$ cat src/rtl/sd_resp_pkg.sv
// Shared types and constants for the SD block responder.
package sd_resp_pkg;

  localparam int unsigned SECTOR_BYTES = 512;
  localparam int unsigned SECTOR_SHIFT = 9;
  localparam int unsigned LBA_W        = 23;
  localparam int unsigned NUM_DRIVES   = 2;

  typedef enum logic [3:0] {
    IDLE,
    ACK_WAIT,
    RD_FETCH,
    RD_PUSH,
    WR_ADDR,
    WR_WAIT1,
    WR_WAIT2,
    WR_STORE,
    DONE
  } state_t;

  // Transfer latched at request time
  typedef struct packed {
    logic             drive;
    logic             is_write;
    logic             oor;
    logic [LBA_W-1:0] lba;
  } xfer_t;

endpackage

$ cat src/rtl/sd_block_responder_if.sv
// SD block bus (controller side) plus byte-wide image memory port.
interface sd_block_responder_if #(
  parameter int unsigned MEM_AW = 25
);
  logic [1:0][31:0]  sd_lba;
  logic [1:0]        sd_rd;
  logic [1:0]        sd_wr;
  logic [1:0]        sd_ack;
  logic [8:0]        sd_buff_addr;
  logic [7:0]        sd_buff_dout;
  logic [1:0][7:0]   sd_buff_din;
  logic              sd_buff_wr;
  logic [1:0]        img_mounted;
  logic [1:0][31:0]  img_size;
  logic [MEM_AW-1:0] mem_addr;
  logic              mem_rd;
  logic              mem_wr;
  logic [7:0]        mem_wdata;
  logic [7:0]        mem_rdata;
  logic              mem_ready;

  modport slave (
    input  sd_lba, sd_rd, sd_wr, sd_buff_din, img_mounted, img_size,
           mem_rdata, mem_ready,
    output sd_ack, sd_buff_addr, sd_buff_dout, sd_buff_wr,
           mem_addr, mem_rd, mem_wr, mem_wdata
  );

  modport master (
    output sd_lba, sd_rd, sd_wr, sd_buff_din, img_mounted, img_size,
           mem_rdata, mem_ready,
    input  sd_ack, sd_buff_addr, sd_buff_dout, sd_buff_wr,
           mem_addr, mem_rd, mem_wr, mem_wdata
  );
endinterface

$ cat src/rtl/sd_resp_mem_port.sv
// Image memory handshake: request held until mem_ready, completion flagged in that cycle.
module sd_resp_mem_port
  import sd_resp_pkg::*;
#(
  parameter int unsigned MEM_AW = 25
) (
  input  logic              CLK,
  input  logic              RESET,
  input  logic              start,
  input  logic              is_write,
  input  logic [MEM_AW-1:0] addr,
  input  logic [7:0]        wdata,
  output logic              done_c,
  output logic [7:0]        rdata_c,
  output logic [MEM_AW-1:0] mem_addr,
  output logic              mem_rd,
  output logic              mem_wr,
  output logic [7:0]        mem_wdata,
  input  logic [7:0]        mem_rdata,
  input  logic              mem_ready
);

  logic busy_c;

  assign busy_c  = mem_rd | mem_wr;
  assign done_c  = busy_c & mem_ready;
  assign rdata_c = mem_rdata;

  always_ff @(posedge CLK) begin
    if (RESET) begin
      mem_addr  <= '0;
      mem_rd    <= 1'b0;
      mem_wr    <= 1'b0;
      mem_wdata <= '0;
    end else if (!busy_c && start) begin
      mem_addr  <= addr;
      mem_wdata <= wdata;
      mem_rd    <= ~is_write;
      mem_wr    <= is_write;
    end else if (done_c) begin
      mem_rd <= 1'b0;
      mem_wr <= 1'b0;
    end
  end

endmodule

$ cat src/rtl/sd_block_responder.sv
// Answers sd_rd/sd_wr sector requests for two drives, streaming 512-byte sectors
// between the image memory and the controller sector buffer, one transfer at a time.
module sd_block_responder
  import sd_resp_pkg::*;
#(
  parameter int unsigned MEM_AW    = 25,
  parameter int unsigned IMG_BASE0 = 32'h0000_0000,
  parameter int unsigned IMG_BASE1 = 32'h0100_0000,
  parameter int unsigned ACK_DELAY = 4
) (
  input logic                   CLK,
  input logic                   RESET,
  sd_block_responder_if.slave   bus
);

  localparam logic [8:0] LAST_IDX = 9'(SECTOR_BYTES - 1);
  localparam logic [7:0] ACK_LAST = 8'(ACK_DELAY - 1);

  state_t            state;
  xfer_t             xfer;
  logic [8:0]        idx;
  logic [7:0]        ack_cnt;
  logic              mem_start;
  logic [7:0]        wdata;

  logic [1:0]        req_c;
  logic              sel_d_c;
  logic              sel_wr_c;
  logic [LBA_W-1:0]  lba_c;
  logic              oor_c;
  logic [31:0]       img_base_c;
  logic [MEM_AW-1:0] byte_addr_c;
  logic              mem_done_c;
  logic [7:0]        mem_rdata_c;
  logic              unused_c;

  // Request scan: drive 0 first, read beats write on the same drive
  assign req_c    = bus.sd_rd | bus.sd_wr;
  assign sel_d_c  = ~req_c[0];
  assign sel_wr_c = ~bus.sd_rd[sel_d_c];
  assign lba_c    = bus.sd_lba[sel_d_c][LBA_W-1:0];
  assign oor_c    = ~bus.img_mounted[sel_d_c] |
                    (lba_c >= bus.img_size[sel_d_c][31:SECTOR_SHIFT]);

  assign img_base_c  = xfer.drive ? 32'(IMG_BASE1) : 32'(IMG_BASE0);
  assign byte_addr_c = MEM_AW'(img_base_c + {xfer.lba, idx});

  assign unused_c = ^{bus.sd_lba[0][31:LBA_W], bus.sd_lba[1][31:LBA_W],
                      bus.img_size[0][SECTOR_SHIFT-1:0], bus.img_size[1][SECTOR_SHIFT-1:0]};

  sd_resp_mem_port #(.MEM_AW(MEM_AW)) u_mem_port (
    .CLK       (CLK),
    .RESET     (RESET),
    .start     (mem_start),
    .is_write  (xfer.is_write),
    .addr      (byte_addr_c),
    .wdata     (wdata),
    .done_c    (mem_done_c),
    .rdata_c   (mem_rdata_c),
    .mem_addr  (bus.mem_addr),
    .mem_rd    (bus.mem_rd),
    .mem_wr    (bus.mem_wr),
    .mem_wdata (bus.mem_wdata),
    .mem_rdata (bus.mem_rdata),
    .mem_ready (bus.mem_ready)
  );

  // Transfer sequencer; out-of-range sectors skip memory but keep the full handshake
  always_ff @(posedge CLK) begin
    if (RESET) begin
      state        <= IDLE;
      xfer         <= '0;
      idx          <= '0;
      ack_cnt      <= '0;
      mem_start    <= 1'b0;
      wdata        <= '0;
      bus.sd_ack       <= '0;
      bus.sd_buff_addr <= '0;
      bus.sd_buff_dout <= '0;
      bus.sd_buff_wr   <= 1'b0;
    end else begin
      mem_start      <= 1'b0;
      bus.sd_buff_wr <= 1'b0;
      case (state)
        IDLE: begin
          if (|req_c) begin
            xfer    <= '{drive: sel_d_c, is_write: sel_wr_c, oor: oor_c, lba: lba_c};
            idx     <= '0;
            ack_cnt <= '0;
            state   <= ACK_WAIT;
          end
        end
        ACK_WAIT: begin
          if (ack_cnt == ACK_LAST) begin
            bus.sd_ack[xfer.drive] <= 1'b1;
            if (xfer.is_write) begin
              bus.sd_buff_addr <= idx;
              state            <= WR_ADDR;
            end else begin
              mem_start <= ~xfer.oor;
              state     <= RD_FETCH;
            end
          end else begin
            ack_cnt <= ack_cnt + 8'd1;
          end
        end
        RD_FETCH: begin
          if (xfer.oor || mem_done_c) begin
            bus.sd_buff_addr <= idx;
            bus.sd_buff_dout <= xfer.oor ? 8'h00 : mem_rdata_c;
            bus.sd_buff_wr   <= 1'b1;
            state            <= RD_PUSH;
          end
        end
        RD_PUSH: begin
          if (idx == LAST_IDX) begin
            bus.sd_ack       <= '0;
            bus.sd_buff_addr <= '0;
            state            <= DONE;
          end else begin
            idx       <= idx + 9'd1;
            mem_start <= ~xfer.oor;
            state     <= RD_FETCH;
          end
        end
        WR_ADDR:  state <= WR_WAIT1;
        WR_WAIT1: state <= WR_WAIT2;
        WR_WAIT2: begin
          wdata     <= bus.sd_buff_din[xfer.drive];
          mem_start <= ~xfer.oor;
          state     <= WR_STORE;
        end
        WR_STORE: begin
          if (xfer.oor || mem_done_c) begin
            if (idx == LAST_IDX) begin
              bus.sd_ack       <= '0;
              bus.sd_buff_addr <= '0;
              state            <= DONE;
            end else begin
              idx              <= idx + 9'd1;
              bus.sd_buff_addr <= idx + 9'd1;
              state            <= WR_ADDR;
            end
          end
        end
        DONE:    state <= IDLE;
        default: state <= IDLE;
      endcase
    end
  end

endmodule
$ cat src/flat_wrapper.sv
// flat-port wrapper written by rule: the top's interface ports become plain ports
module sd_block_responder_flat import sd_resp_pkg::*;
#(
  parameter int unsigned MEM_AW    = 25,
  parameter int unsigned IMG_BASE0 = 32'h0000_0000,
  parameter int unsigned IMG_BASE1 = 32'h0100_0000,
  parameter int unsigned ACK_DELAY = 4
)
  (CLK, RESET, bus_sd_lba, bus_sd_rd, bus_sd_wr, bus_sd_buff_din, bus_img_mounted, bus_img_size, bus_mem_rdata, bus_mem_ready, bus_sd_ack, bus_sd_buff_addr, bus_sd_buff_dout, bus_sd_buff_wr, bus_mem_addr, bus_mem_rd, bus_mem_wr, bus_mem_wdata);
  sd_block_responder_if #(.MEM_AW(MEM_AW)) bus_i ();
  input logic CLK;
  input logic RESET;
  input wire logic [$bits(bus_i.sd_lba)-1:0] bus_sd_lba;
  input wire logic [$bits(bus_i.sd_rd)-1:0] bus_sd_rd;
  input wire logic [$bits(bus_i.sd_wr)-1:0] bus_sd_wr;
  input wire logic [$bits(bus_i.sd_buff_din)-1:0] bus_sd_buff_din;
  input wire logic [$bits(bus_i.img_mounted)-1:0] bus_img_mounted;
  input wire logic [$bits(bus_i.img_size)-1:0] bus_img_size;
  input wire logic [$bits(bus_i.mem_rdata)-1:0] bus_mem_rdata;
  input wire logic [$bits(bus_i.mem_ready)-1:0] bus_mem_ready;
  output wire logic [$bits(bus_i.sd_ack)-1:0] bus_sd_ack;
  output wire logic [$bits(bus_i.sd_buff_addr)-1:0] bus_sd_buff_addr;
  output wire logic [$bits(bus_i.sd_buff_dout)-1:0] bus_sd_buff_dout;
  output wire logic [$bits(bus_i.sd_buff_wr)-1:0] bus_sd_buff_wr;
  output wire logic [$bits(bus_i.mem_addr)-1:0] bus_mem_addr;
  output wire logic [$bits(bus_i.mem_rd)-1:0] bus_mem_rd;
  output wire logic [$bits(bus_i.mem_wr)-1:0] bus_mem_wr;
  output wire logic [$bits(bus_i.mem_wdata)-1:0] bus_mem_wdata;
  assign bus_i.sd_lba = bus_sd_lba;
  assign bus_i.sd_rd = bus_sd_rd;
  assign bus_i.sd_wr = bus_sd_wr;
  assign bus_i.sd_buff_din = bus_sd_buff_din;
  assign bus_i.img_mounted = bus_img_mounted;
  assign bus_i.img_size = bus_img_size;
  assign bus_i.mem_rdata = bus_mem_rdata;
  assign bus_i.mem_ready = bus_mem_ready;
  assign bus_sd_ack = bus_i.sd_ack;
  assign bus_sd_buff_addr = bus_i.sd_buff_addr;
  assign bus_sd_buff_dout = bus_i.sd_buff_dout;
  assign bus_sd_buff_wr = bus_i.sd_buff_wr;
  assign bus_mem_addr = bus_i.mem_addr;
  assign bus_mem_rd = bus_i.mem_rd;
  assign bus_mem_wr = bus_i.mem_wr;
  assign bus_mem_wdata = bus_i.mem_wdata;
  sd_block_responder #(.MEM_AW(MEM_AW), .IMG_BASE0(IMG_BASE0), .IMG_BASE1(IMG_BASE1), .ACK_DELAY(ACK_DELAY)) u_core (.CLK(CLK), .RESET(RESET), .bus(bus_i));
endmodule
$ cat config.mk
export PLATFORM = sky130hd
export DESIGN_NAME = sd_block_responder_flat
export DESIGN_NICKNAME = d
export VERILOG_FILES = /design/src/rtl/sd_resp_pkg.sv /design/src/rtl/sd_block_responder_if.sv /design/src/rtl/sd_resp_mem_port.sv /design/src/rtl/sd_block_responder.sv /design/src/flat_wrapper.sv
export SDC_FILE = /design/constraint.sdc
export NUM_CORES = 1
export LEC_CHECK = 0
export ABC_AREA = 1
export CAP_MARGIN = 10
export CORE_MARGIN = 2
export CORE_UTILIZATION = 42
export CTS_BUF_LIST = sky130_fd_sc_hd__clkbuf_8
export DETAILED_ROUTE_END_ITERATION = 12
export PLACE_DENSITY = 0.76
export SLEW_MARGIN = 20
export SYNTH_ARGS = -nofsm -noshare
export SYNTH_HDL_FRONTEND = slang
export SYNTH_HIERARCHICAL = 1
export SYNTH_SLANG_ARGS = --single-unit
$ cat constraint.sdc
create_clock -name CLK -period 2.45 [get_ports CLK]
set_clock_uncertainty 0.15 [all_clocks]
set_input_delay 0.49 -clock CLK [delete_from_list [all_inputs] [get_ports CLK]]
set_output_delay 0.49 -clock CLK [all_outputs]
set_load 0.03 [all_outputs]
==> results.txt <==
- Outcome: finished clean
* Cell Int Power: 0.00325 W
- Congestion Overflow GR: 0
- The mapped netlist covers 5800 um^2.
* Number of maximum-capacitance constraint violations: 0
* HPWL Detailed: 12,400 um
* Final critical-path share of the clock period: 95.4%
* Worst-case hold slack: 0.310 ns
- Floorplan core area: 13,300 um^2
* Commonest cells post-synth: nand2_1 (189), dfxtp_1 (104), nor2_1 (89), inv_1 (87), a21oi_1 (75)
- The via count of the first global-routing pass is 5,591.
- Biggest fanout along the worst timing path: 9
- The first global-routing pass estimated 25,700 um of wire.
- Routability-driven placement finished with a final weighted congestion of 0.867.
* Share of layout cells above drive strength 1: 11.2%
- Cell type of the slowest stage on the worst timing path: mux2_2
* Hold_sp: u_core/bus.sd_ack[0]
- Most used flip-flop cell after synthesis: dfxtp_1
- Total count of hold-check failures in the final report: 0
* Worst-case clock buffer depth: 2
- Clock latency on the worst-skew pair, taken at its later pin, is 0.36 ns.
- The most common cell in the synthesized netlist is nand2_1.
- Die height: 122 um
* Number of buffers inserted during clock tree synthesis: 9
- The area growth from synthesis to layout is 43.4%.
- Antenna diode count: 0
* Post-synth ARST share: 0%
- Among the stages of the critical path, the cell type that occurs most often is nand2_1.
- Highest clock frequency the design can meet: 428 MHz
- By area the synthesized netlist is led by dfxtp_1 (36%), nand2_1 (12%), a21oi_1 (6.5%), nand3_1 (5.9%), nor2_1 (5.8%).
- The critical path goes through dlygate4sd2_1 -> nor2_4 -> buf_12 -> buf_6 -> mux2_2 -> ha_1 -> a21oi_1 -> nand2_1 -> nand2_1 -> nand2_1 -> nand2_1 -> nand2_1 -> nand2_1 -> nand2_1 -> nand2_1 -> a21oi_1.
* Routed length per instance: 13.2 um
- The clock network burns 18.9% of the power.
* Final critical-path setup slack: 0.112 ns
- Power density cells: 624 nW/um^2
* Critical register-to-register path startpoint: u_core/idx[0]
- OpenSTA, run right after detailed placement, puts the worst setup slack at -0.555 ns.
- The routed design has 16,200 um of wire.
- The worst setup path is captured at a flip-flop.
* Overall fraction of global-route tracks in use: 21.5%
- The number of nets in the synthesized netlist is 1,020.
* Clock transition time at the flip-flop clock pins of the worst setup and hold paths: 0.09 ns
- The floorplan step set the die width to 122 um.
- In this run the worst setup path terminates at u_core/xfer[23].
* Share of the synthesized area in the top cell type: 35.9%
* Critical path data required time: 2.55 ns
- Sequential-to-total area share from yosys stat: 35.9%
- In this design, the stage delay of the slowest critical-path cell is 0.35 ns.
- Registers are responsible for 40.2% of the overall power.
- Transition time at the pin with the least slew margin: 0.653 ns
- Port buffering added 179 buffers.
- The synthesized design spends more area on one cell type than any other, namely dfxtp_1.
* Adder-Cell Fraction of Synth Area: 5.60%
- Post-synth EDFFs: 0
- Of the total power, the share spent switching nets is 37.5%.
* Combinational Power Share: 40.9%
* Setup slack, reg-to-reg: 0.25 ns
* Layout net count: 1,227
* Path type of the worst min-delay path: reg -> reg
- Counting cells, the worst reg-to-reg path comes to 14.
* Synthesized-area fraction occupied by xor and xnor cells: 0.453%
- DR vias/cell: 4.95
- After detailed placement, the total cell area comes to 8040 um^2.
- In this run the worst setup path begins at bus_sd_rd[0].
- Pin count of the biggest net entering global routing: 69
- Setup violations remaining at the end of the flow were counted as 0.
* Simple logic cell fraction of the synthesized area: 27.2%
* DRT iter0 DRCs: 279
- STA classifies the critical path startpoint as an input pin.
- Main combinational cell family by area after synthesis: simple AND/OR/NAND/NOR gates
- CTS tree: built
* Minimum clock period after layout: 2.34 ns
* Fillers: 1,245
- Summed over all cells, the static leakage comes to 3.47 nW.
- The initial antenna violation count is 0.
- CTS H-Tree Depth: 3
- Synth warn: 6
- The die covers 14,800 um^2.
- VDD sags by at most 284 uV.
- 216 I/O pins were placed.
- Data arrival time of the critical path: 2.44 ns
* Final slew viol count: 0
- Clock tree synthesis selected as its root buffer the cell clkbuf_8.
- At the end of the flow the core is filled with cells to 62.3%.
* Number of clock sinks seen by CTS: 104
* Area occupied by multi-input gates: 3150 um^2
* Total of flip-flops plus latches after synthesis: 104
- Starting density of the core: 43.5%
- The worst setup path is of the in -> reg kind.
* Number of instances in the synthesized netlist: 833
* Avg Inst Size Synth: 6.97 um^2
* Compound-gate portion of the synthesized area: 13.5%
- Measured against the total synthesized area, the mux share comes to 7.05%.
* Number of remaining DRC errors: 0
* Sequential standard cell area: 2080 um^2
* Final antenna-violating net count: 0
* Placement row count: 42
- In this run the critical register-to-register path is captured at u_core/bus.sd_buff_addr[3].
- DRT Pass-1 Iters: 5
* Non-Filler Cell Area, Final: 8320 um^2
- Max transition margin: 56.4%
* Via count: 6,038
- Synthesis instantiated 36 different standard cells from the library.
- Switching pwr: 0.00195 W
-- final cells by class --
| type | instances | area share, % |
|---|---|---|
| clock buffers | 10 | 1.65 |
| well taps | 176 | 2.65 |
| clock inverters | 6 | 0.451 |
| multi-input cells | 591 | 37.9 |
| flip-flops and latches | 104 | 25.0 |
| repair buffers | 243 | 28.2 |
| inverters | 91 | 4.10 |
-- cells by family (layout without fill, tap and decap cells) --
kind of cell               Yosys count  count (layout)
muxes                               39              39
DFF                                104             104
buffers and inverters              138             350
xor gates and xnor gates             3               3
AOI/OAI and AO/OA                  150             150
adders and majority gates           26              26
and+or+nand+nor                    373             373
-- sequential cells by signal (all words and copies together), names as in the netlist --
signal	flops
u_core/ack_cnt	8
u_core/bus.sd_ack	2
u_core/bus.sd_buff_addr	9
u_core/bus.sd_buff_dout	8
u_core/bus.sd_buff_wr	1
u_core/idx	9
u_core/mem_start	1
u_core/state	4
u_core/u_mem_port/mem_addr	25
u_core/u_mem_port/mem_rd	1
u_core/u_mem_port/mem_wdata	8
u_core/u_mem_port/mem_wr	1
u_core/wdata	8
u_core/xfer	19
-- power by group through the flow --
stage | combinational [W] | clock (W) | sequential [W]
finish | 0.00213 | 0.000980 | 0.00209
floorplan | 0.00113 | 0 | 0.00227
global route | 0.00238 | 0.00107 | 0.00212
CTS | 0.00210 | 0.00101 | 0.00209
detailed placement | 0.00208 | 0 | 0.00213
global placement | 0.00207 | 0 | 0.00212
-- through the flow --
step	power, W	std cells	TNS [ns]
6_report	0.00519	1221	0
3_3_place_gp	0.00419	1199	-5.01
4_1_cts	0.00519	1220	0
3_5_place_dp	0.00421	1199	-5.55
2_1_floorplan	0.00340	833	0
5_1_grt	0.00557	1221	-0.0139
-- routing by layer --
layer / GRT usage [%] / share of wire [%]
met1: 27.3 / 44
met2: 35.8 / 46
met3: 3.56 / 6.2
met4: 10.3 / 3.4
met5: 0 / 0
-- worst min-delay path by stage --
stage | endpoint | cells past startpoint
after global placement | u_core/bus.sd_ack[0] | 2
after detailed placement | u_core/bus.sd_ack[0] | 2
after CTS | u_core/bus.sd_ack[0] | 2
after floorplan | u_core/mem_start | 1
after global routing | u_core/bus.sd_buff_dout[6] | 2
final | u_core/bus.sd_ack[0] | 2
-- what timing repair did --
action,4_1_cts,5_1_grt
hold endpoints to repair,0,0
setup buffers,5,0
hold buffers,0,0
pin swaps,1,2
cloned,0,1
endpoints found under the setup margin,1,12
gates resized for setup,3,12
-- critical path: cells and delay by family --
family / cells / cell delay (ns)
fa+ha+maj: 1 / 0.33
mux: 1 / 0.35
compound gates: 2 / 0.18
simple gates: 9 / 0.54
buf+inv: 3 / 0.54
-- cells in the final DEF (no fill, tap or decap), drive strengths merged, types with 11 or more instances in the layout --
master / netlist / routed
inv: 90 / 92
clkdlybuf4s50: 0 / 177
a31oi: 16 / 16
ha: 26 / 26
clkbuf: 11 / 11
nand3: 71 / 71
nand2: 192 / 192
mux2i: 24 / 24
a21oi: 75 / 75
dfxtp: 104 / 104
o21ai: 53 / 53
mux2: 15 / 15
buf: 36 / 63
nor2: 96 / 96
No activity file was read; power rests on OpenSTA's default activity.
